--- config.mk ---
export PLATFORM = sky130hd
export DESIGN_NAME = lm75a_poll_sched
export DESIGN_NICKNAME = d
export VERILOG_FILES = /design/src/rtl/lm75a_pkg.sv /design/src/rtl/lm75a_poll_timer.sv /design/src/rtl/lm75a_poll_sched.sv
export SDC_FILE = /design/constraint.sdc
export NUM_CORES = 1
export LEC_CHECK = 0
export BUFFER_PORTS_ARGS = -buffer_cell sky130_fd_sc_hd__buf_2
export CAP_MARGIN = 20
export CORE_AREA = 2 2 116 118
export CTS_CLUSTER_SIZE = 30
export DETAILED_ROUTE_END_ITERATION = 10
export DIE_AREA = 0 0 118 120
export GPL_TIMING_DRIVEN = 0
export HOLD_SLACK_MARGIN = 0.06
export PLACE_DENSITY_LB_ADDON = 0.08
export RECOVER_POWER = 50
export SLEW_MARGIN = 40
export SYNTH_ARGS = -nofsm -noshare
export SYNTH_HDL_FRONTEND = slang
export SYNTH_SLANG_ARGS = --single-unit
export TNS_END_PERCENT = 50
--- constraint.sdc ---
create_clock -name clk -period 2.6 [get_ports clk]
set_input_delay 0.26 -clock clk [delete_from_list [all_inputs] [get_ports clk]]
set_output_delay 0.26 -clock clk [all_outputs]
set_load 0.03 [all_outputs]
--- src/rtl/lm75a_pkg.sv ---
// Shared encodings for the LM75A poll sequencer.
// Byte-master opcodes, sequencer states and the temperature pointer.
package lm75a_pkg;

  localparam logic [2:0] OP_START  = 3'd0;
  localparam logic [2:0] OP_RSTART = 3'd1;
  localparam logic [2:0] OP_WRITE  = 3'd2;
  localparam logic [2:0] OP_READ   = 3'd3;
  localparam logic [2:0] OP_STOP   = 3'd4;

  localparam logic [7:0] LM75A_PTR_TEMP = 8'h00;

  typedef enum logic [3:0] {
    S_IDLE,
    S_START,
    S_AW,
    S_PTR,
    S_RS,
    S_AR,
    S_RDM,
    S_RDL,
    S_STOP,
    S_ABORT,
    S_DONE
  } state_e;

endpackage

--- src/rtl/lm75a_poll_timer.sv ---
// Poll-interval divider plus the request flag that collapses
// timer ticks and manual triggers into one pending read.
module lm75a_poll_timer #(
  parameter int unsigned CLK_HZ  = 50000000,
  parameter int unsigned POLL_MS = 250
) (
  input  logic clk,
  input  logic rst_n,
  input  logic enable,
  input  logic trigger,
  input  logic clr,
  output logic pending
);

  localparam longint unsigned PERIOD =
    (64'(POLL_MS) * 64'(CLK_HZ)) / 64'd1000;
  localparam int CW = (PERIOD < 2) ? 1 : $clog2(PERIOD);
  localparam logic [CW-1:0] LAST = CW'(PERIOD - 1);
  localparam bit HAS_POLL = (PERIOD != 0);

  logic [CW-1:0] cnt_q, cnt_d;
  logic          pending_q, pending_d;
  logic          tick;

  always_comb begin
    tick = HAS_POLL && enable && (cnt_q == LAST);
    cnt_d = '0;
    if (HAS_POLL && enable && !tick) begin
      cnt_d = cnt_q + 1'b1;
    end
    // A request landing in the same cycle as the clear is kept.
    pending_d = (pending_q & ~clr) | tick | trigger;
  end

  always_ff @(posedge clk) begin
    if (!rst_n) begin
      cnt_q     <= '0;
      pending_q <= 1'b0;
    end else begin
      cnt_q     <= cnt_d;
      pending_q <= pending_d;
    end
  end

  assign pending = pending_q;

endmodule

--- src/rtl/lm75a_poll_sched.sv ---
// LM75A temperature read sequencer driving a byte-level I2C master,
// with NACK/timeout retries and a decoded temperature output.
module lm75a_poll_sched #(
  parameter int unsigned CLK_HZ      = 50000000,
  parameter int unsigned POLL_MS     = 250,
  parameter logic [6:0]  DEV_ADDR    = 7'h48,
  parameter int unsigned TIMEOUT_CYC = 100000,
  parameter int unsigned MAX_RETRY   = 3
) (
  input  logic        clk,
  input  logic        rst_n,
  input  logic        enable,
  input  logic        trigger,
  output logic        cmd_valid,
  input  logic        cmd_ready,
  output logic [2:0]  cmd_op,
  output logic [7:0]  cmd_data,
  output logic        cmd_nack,
  input  logic        rsp_valid,
  input  logic [7:0]  rsp_data,
  input  logic        rsp_nack,
  output logic        busy,
  output logic [15:0] temp_raw,
  output logic [10:0] temp_c,
  output logic        temp_valid,
  output logic        err,
  output logic [7:0]  err_cnt
);

  import lm75a_pkg::*;

  localparam int TW = $clog2(TIMEOUT_CYC + 1);
  localparam logic [TW-1:0] TMO_LAST = TW'(TIMEOUT_CYC - 1);

  state_e        state_q, state_d;
  logic          issued_q, issued_d;
  logic [TW-1:0] tmo_q, tmo_d;
  logic [7:0]    retry_q, retry_d;
  logic [7:0]    msb_q, msb_d, lsb_q, lsb_d;
  logic [15:0]   temp_raw_q, temp_raw_d;
  logic [10:0]   temp_c_q, temp_c_d;
  logic          temp_valid_q, temp_valid_d;
  logic          err_q, err_d;
  logic [7:0]    err_cnt_q, err_cnt_d;
  logic          pending, pend_clr;
  logic          is_cmd, fail, exhaust;

  lm75a_poll_timer #(
    .CLK_HZ  (CLK_HZ),
    .POLL_MS (POLL_MS)
  ) u_timer (
    .clk     (clk),
    .rst_n   (rst_n),
    .enable  (enable),
    .trigger (trigger),
    .clr     (pend_clr),
    .pending (pending)
  );

  always_comb begin
    state_d      = state_q;
    issued_d     = issued_q;
    tmo_d        = tmo_q;
    retry_d      = retry_q;
    msb_d        = msb_q;
    lsb_d        = lsb_q;
    temp_raw_d   = temp_raw_q;
    temp_c_d     = temp_c_q;
    temp_valid_d = 1'b0;
    err_d        = 1'b0;
    err_cnt_d    = err_cnt_q;
    pend_clr     = 1'b0;
    fail         = 1'b0;
    exhaust      = 1'b0;
    is_cmd       = 1'b1;
    cmd_op       = OP_START;
    cmd_data     = 8'h00;
    cmd_nack     = 1'b0;

    unique case (state_q)
      S_START: cmd_op = OP_START;
      S_AW: begin
        cmd_op   = OP_WRITE;
        cmd_data = {DEV_ADDR, 1'b0};
      end
      S_PTR: begin
        cmd_op   = OP_WRITE;
        cmd_data = LM75A_PTR_TEMP;
      end
      S_RS: cmd_op = OP_RSTART;
      S_AR: begin
        cmd_op   = OP_WRITE;
        cmd_data = {DEV_ADDR, 1'b1};
      end
      S_RDM: cmd_op = OP_READ;
      S_RDL: begin
        cmd_op   = OP_READ;
        cmd_nack = 1'b1;
      end
      S_STOP, S_ABORT: cmd_op = OP_STOP;
      default: is_cmd = 1'b0;
    endcase

    cmd_valid = is_cmd & ~issued_q;

    if (state_q == S_IDLE) begin
      if (pending) begin
        state_d  = S_START;
        pend_clr = 1'b1;
      end
    end else if (state_q == S_DONE) begin
      temp_raw_d   = {msb_q, lsb_q};
      temp_c_d     = {msb_q, lsb_q[7:5]};
      temp_valid_d = 1'b1;
      retry_d      = 8'd0;
      state_d      = S_IDLE;
    end else if (!issued_q) begin
      if (cmd_ready) begin
        issued_d = 1'b1;
        tmo_d    = '0;
      end
    end else if (rsp_valid) begin
      issued_d = 1'b0;
      unique case (state_q)
        S_START: state_d = S_AW;
        S_AW:    state_d = rsp_nack ? S_ABORT : S_PTR;
        S_PTR:   state_d = rsp_nack ? S_ABORT : S_RS;
        S_RS:    state_d = S_AR;
        S_AR:    state_d = rsp_nack ? S_ABORT : S_RDM;
        S_RDM: begin
          msb_d   = rsp_data;
          state_d = S_RDL;
        end
        S_RDL: begin
          lsb_d   = rsp_data;
          state_d = S_STOP;
        end
        S_STOP:  state_d = S_DONE;
        default: fail = 1'b1;
      endcase
    end else if (tmo_q == TMO_LAST) begin
      issued_d = 1'b0;
      // A hung recovery STOP is not worth retrying.
      if (state_q == S_ABORT) begin
        exhaust = 1'b1;
      end else begin
        state_d = S_ABORT;
      end
    end else begin
      tmo_d = tmo_q + 1'b1;
    end

    if (fail) begin
      if (retry_q < 8'(MAX_RETRY)) begin
        retry_d = retry_q + 8'd1;
        state_d = S_START;
      end else begin
        exhaust = 1'b1;
      end
    end

    if (exhaust) begin
      err_d     = 1'b1;
      err_cnt_d = (err_cnt_q == 8'hFF) ? err_cnt_q : err_cnt_q + 8'd1;
      retry_d   = 8'd0;
      state_d   = S_IDLE;
    end
  end

  always_ff @(posedge clk) begin
    if (!rst_n) begin
      state_q      <= S_IDLE;
      issued_q     <= 1'b0;
      tmo_q        <= '0;
      retry_q      <= 8'd0;
      msb_q        <= 8'd0;
      lsb_q        <= 8'd0;
      temp_raw_q   <= 16'd0;
      temp_c_q     <= 11'd0;
      temp_valid_q <= 1'b0;
      err_q        <= 1'b0;
      err_cnt_q    <= 8'd0;
    end else begin
      state_q      <= state_d;
      issued_q     <= issued_d;
      tmo_q        <= tmo_d;
      retry_q      <= retry_d;
      msb_q        <= msb_d;
      lsb_q        <= lsb_d;
      temp_raw_q   <= temp_raw_d;
      temp_c_q     <= temp_c_d;
      temp_valid_q <= temp_valid_d;
      err_q        <= err_d;
      err_cnt_q    <= err_cnt_d;
    end
  end

  assign busy       = (state_q != S_IDLE);
  assign temp_raw   = temp_raw_q;
  assign temp_c     = temp_c_q;
  assign temp_valid = temp_valid_q;
  assign err        = err_q;
  assign err_cnt    = err_cnt_q;

endmodule
; After elaboration in Yosys (flattened, before gate mapping)
; Index checks and enable logic that the tools add are counted.
; Widths: inputs -> output; s select.
[word_totals]
ff_bits = 108
wordCells = 109
inputBits = 15
output_inout_bits = 51
[op_classes]
addsub = 4
mux = 46
eq_ne = 15
reduce_logical = 20
order_cmp = 1
bitwise = 10
[ops]
columns = cell, n
row1 = $mux 17, 4
row2 = $mux 4, 12
row3 = $mux 8, 4
row4 = $pmux 4 s8, 1
row5 = $add 24x1->24 const B, 1
row6 = $eq 24x24->1 const B, 1
row7 = $mux 1, 23
row8 = $add 17x1->17 const B, 1
row9 = $eq 17x17->1 const B, 1
row10 = $add 8x1->8 const B, 2
row11 = $eq 4x3->1 const B, 4
row12 = $pmux 8 s2, 1
row13 = $reduce_and 5->1, 3
row14 = $eq 4x4->1 const B, 3
row15 = $pmux 3 s4, 1
row16 = $reduce_or 9->1, 1
row17 = $eq 4x2->1 const B, 2
row18 = $eq 8x8->1 const B, 1
row19 = $lt 8x2->1 const B, 1
row20 = $reduce_and 2->1, 4
row21 = $reduce_or 2->1, 4
row22 = $reduce_or 8->1, 1
row23 = $not 1->1, 6
row24 = $eq 4x1->1 const B, 1
row25 = other kinds (9), 13

; Depth between registers and ports, before layout
[logic_depth]
ltp_word = 10
ltp_mapped = 8
depth_no_buf = 6

; By module
; From an unflattened synthesis, not the netlist that was laid out.
[hier_totals]
hier_cells = 544
hier_area_um2 = 4598.2
[by_module_without_submodules]
columns = module, cells_each, seq_area_each_um2, area_per_inst_um2, instances
row1 = lm75a_poll_sched, 407, 1441.4, 3442.1, 1
row2 = lm75a_poll_timer, 137, 500.5, 1156.1, 1

; Least setup slack after synthesis
; Ideal clock, no wire load.
[synth_path]
path_type = flip-flop to output port
from = reg state_q[1]
to = out cmd_data[7]
arrival_ns = 1.668
required_time_ns = 2.340
slack_ns = 0.672
path_buffers = 2
path_stages_with_launch = 6
cell_sequence = dfxtp_1 clkbuf_1 nor2b_1 mux2i_1 nor2_1 buf_4
[synth_between]
elab_chain_len = 2
word_cells_on_any_way = 3
classes_between = 2 x eq/ne / 1 x mux
[synth_rtl]
columns = item, line_no
row1 = "start, declared", lm75a_poll_sched.sv:35  ; state_e state_q, state_d;
row2 = "start signal, assigned", lm75a_poll_sched.sv:184  ; state_q <= state_d;
row3 = $eq 4x3->1 or $eq 4x2->1 (tied branches), lm75a_poll_sched.sv:80  ; unique case (state_q)
row4 = $pmux 8 s2 (*), lm75a_poll_sched.sv:80
row5 = "end, declared", lm75a_poll_sched.sv:17  ; output logic [7:0] cmd_data,
; Mark *: on every way between the ends. The rest lies on a longest branch, timed or not.

; Worst setup path after layout
[layout_path]
from = reg tmo_q[0]
to = reg err_cnt_q[7] (netlist: err_cnt[7])
[layout_between]
elab_chain_len = 9
[layout_rtl]
columns = item, line_no
row1 = "start, declared", lm75a_poll_sched.sv:37  ; logic [TW-1:0] tmo_q, tmo_d;
row2 = "start signal, assigned", lm75a_poll_sched.sv:186  ; tmo_q <= tmo_d;
row3 = $eq 17x17->1 (*), lm75a_poll_sched.sv:141  ; end else if (tmo_q == TMO_LAST) begin
row4 = $mux 1 (*), lm75a_poll_sched.sv:141
row5 = $mux 1 (*), lm75a_poll_sched.sv:122  ; end else if (rsp_valid) begin
row6 = $mux 1 (*), lm75a_poll_sched.sv:117  ; end else if (!issued_q) begin
row7 = $mux 1 (*), lm75a_poll_sched.sv:111  ; end else if (state_q == S_DONE) begin
row8 = $mux 1 (*), lm75a_poll_sched.sv:106  ; if (state_q == S_IDLE) begin
row9 = $mux 1, lm75a_poll_sched.sv:154  ; if (retry_q < 8'(MAX_RETRY)) begin
row10 = $mux 1 (*), lm75a_poll_sched.sv:153  ; if (fail) begin
row11 = $reduce_and 2->1 (no line) (*), n/a
row12 = "end signal, assigned", lm75a_poll_sched.sv:194  ; err_cnt_q <= err_cnt_d;
row13 = "end, declared", lm75a_poll_sched.sv:44  ; logic [7:0] err_cnt_q, err_cnt_d;
; Marks and branches as above.
; A chain may end at the register's enable or synchronous reset.

==> flow_summary.ini <==
[outcome]
outcome = finished, final reports clean

[synthesis]
syn_avg_cell_area_sq_um = 8.46
yosys_register_bits = 97
synthArstFlopShare = 0
synthDistinctLibCells = 49
postSynthCellCount = 526
synth_warnings = 0
ys_seq_area_frac = 0.436
mappedNetlistArea_sq_um = 4450
synth-main-ff-cell = dfxtp_1
synth_edf_count = 0

[clock_network]
max-clock-path-buffers = 2
cts_tree = done
cts_sinks = 97
clock_tree.root_cell = clkbuf_16
post_cts_buffers = 0
cts-hold-fix-buffers = 0
clk_pin_slew_ps = 80
clkLatencyLatePin_ps = 360
post_cts_resized = 0
htreeDepth = 3
cts-buffers-inserted = 9

[place]
port_buffers = 59
hpwl_um = 7740
gp_congestion = 0.869
dp_cells = 765

[timing]
skew_ps = 8.92
rsz0062_at_grt = no
slew_violations = 0
slew_headroom = 0.282
fin_tns_setup_ps = 0
min_period_ps = 2330
clock.fmax_mhz = 429
finalSetupViolCount = 0
hold_slack_ps = 155
tightest_slew_ps = 1070
hold_violations = 0
min_period_over_period = 0.896

[grt]
grt_max_degree = 19
grt_use_met3 = 0.0385
grt_pass1_vias = 3584
overflow = 0
busiest_layer = met2
grt_antenna_before_repair = 0
track_usage = 0.161
grt_pass1_wl_um = 18100
grt_use_met1 = 0.210
use_met2 = 0.259

[pwr]
p_leak_nw = 1.77
powerDensity_nw_per_um2 = 554
power.total_mw = 2.88
ir_drop_v = 0.000336

[hold_path]
hold_path_class = in2reg
holdPathStages = 3

[critical_path]
critical_path_depth = 7
required_ps = 2810
crit_fanout = 10
path_buf_inv = 1
endpoint_kind = flop
cp.arrival_ps = 2540
worst_setup_path_start_kind = flop
crit_slowest_cell = dfxtp_1
criticalPathCategory = reg2reg
cp_top_family = compound AO/OA/AOI/OAI gates
critical-path-max-stage-delay_ps = 410
crit_chain = ha_1 -> nand3_1 -> nor3_4 -> a31oi_1 -> clkbuf_1 -> o31ai_1 -> a21oi_1
reg2reg_depth = 7

[final_layout]
nFillCells = 1375
stdcell_count = 781
area_delta_synth_final_pct = 16.8
layout-drive-gt1-share = 0.102
nets = 619
diodes = 0

[detailed_routing]
vias_per_cell = 4.98
vias = 3890
detail_route.wl_per_cell_um = 14.0
wirelength_um = 10900
drtAntennaViolNets = 0
drt_iter0_drc = 233
first_pass_iters = 5
post-route-drc-count = 0

[floorplan]
ioPinCount = 66
dieArea_sq_um = 14200
die_h_um = 120
core_area_sq_um = 13000
rows = 42
die_x_um = 118
start_util = 0.343

[run]
drv_cap = 0
layout by cell type (no fill, tap or decap), types with 3 or more instances in the layout:
master	n
a21oi_1	45
a31oi_1	3
and2_1	10
and3_1	7
and4_1	5
buf_2	18
buf_4	19
clkbuf_1	59
clkbuf_16	9
conb_1	5
dfxtp_1	97
ha_1	4
inv_1	15
mux2i_1	19
nand2_1	65
nand2b_1	7
nand3_1	20
nand3b_1	4
nand4_1	11
nor2_1	56
nor3_1	12
nor4_1	6
o211ai_1	7
o21ai_0	12
o31ai_1	8
or3_1	10
or4_1	11
xnor2_1	13
xor2_1	11
synthesized netlist by cell type (4+ instances only):
cell type / number / share of area
a21oi_1: 45 / 0.051
and2_1: 12 / 0.017
and3_1: 7 / 0.0098
and4_1: 5 / 0.0098
buf_4: 19 / 0.032
clkbuf_1: 16 / 0.013
dfxtp_1: 97 / 0.44
ha_1: 4 / 0.011
inv_1: 15 / 0.013
mux2i_1: 19 / 0.043
nand2_1: 65 / 0.055
nand2b_1: 7 / 0.0098
nand3_1: 20 / 0.022
nand3b_1: 4 / 0.0067
nand4_1: 11 / 0.015
nor2_1: 56 / 0.047
nor3_1: 12 / 0.013
nor4_1: 6 / 0.0084
o211ai_1: 7 / 0.012
o21ai_0: 12 / 0.013
o31ai_1: 8 / 0.013
or3_1: 10 / 0.014
or4_1: 11 / 0.019
xnor2_1: 13 / 0.026
xor2_1: 11 / 0.022
logic make-up after synthesis:
kind of cell / count (synthesis) / synth area share
and+or+nand+nor: 241 / 0.277
DFF: 97 / 0.436
AOI/OAI and AO/OA: 87 / 0.122
buffers and inverters: 53 / 0.0630
xor gates and xnor gates: 24 / 0.0472
muxes: 19 / 0.0427
adders and majority gates: 4 / 0.0112
other: 1 / 0.000842
layer usage:
layer  routed length [um]  up-vias
met4                  172        0
met3                  453       11
met1                 5270     1841
li1                     -     1966
met2                 5030       72
met5                    0        -
sequential cells by signal (all words and copies together), names as in the netlist:
signal and count:
err 1, err_cnt 8, issued_q 1, lsb_q 8, msb_q 8, retry_q 8, state_q 4, temp_raw 16
temp_valid 1, tmo_q 17, u_timer.cnt_q 24, u_timer.pending 1
worst paths after layout:
kind | start | endpoint | slack, ps
worst max-delay path | tmo_q[0] | err_cnt[7] | 270
worst min register to register | u_timer.cnt_q[0] | u_timer.cnt_q[0] | 440
worst max register to register | tmo_q[0] | err_cnt[7] | 270
worst min-delay path | rsp_data[0] | lsb_q[0] | 160
power breakdown:
group / internal [mW] / switching [mW] / total, mW
clock: 0.666 / 0.630 / 1.30
combinational: 0.0266 / 0.0675 / 0.0941
sequential: 1.49 / 0.00204 / 1.49
cell type report:
cell class	instances	area, sq um	share of cell area
clock inverters	7	61.3	0.0118
clock buffers	9	225	0.0433
inverters	15	56.3	0.0108
repair buffers	59	243	0.0467
flip-flops and latches	97	1940	0.373
plain buffers	38	223	0.0428
well taps	176	220	0.0423
multi-input cells	380	2230	0.429
tightest hold or removal path, delay by kind of cell:
kind / cells / cell delay [ps]
multiplexers: 1 / 60
buffers and inverters: 1 / 90
AND/OR/NAND/NOR: 1 / 70
metrics by stage:
stage                     setup WS, ps   util  instance area [sq um]
after floorplan                    672      -                   4470
after global placement             309  0.384                   4980
after detailed placement           398  0.384                   4990
after CTS                          264  0.406                   5270
after global routing              70.3  0.401                   5200
final                              271  0.401                   5200
Power figures use the tool's default switching activity.
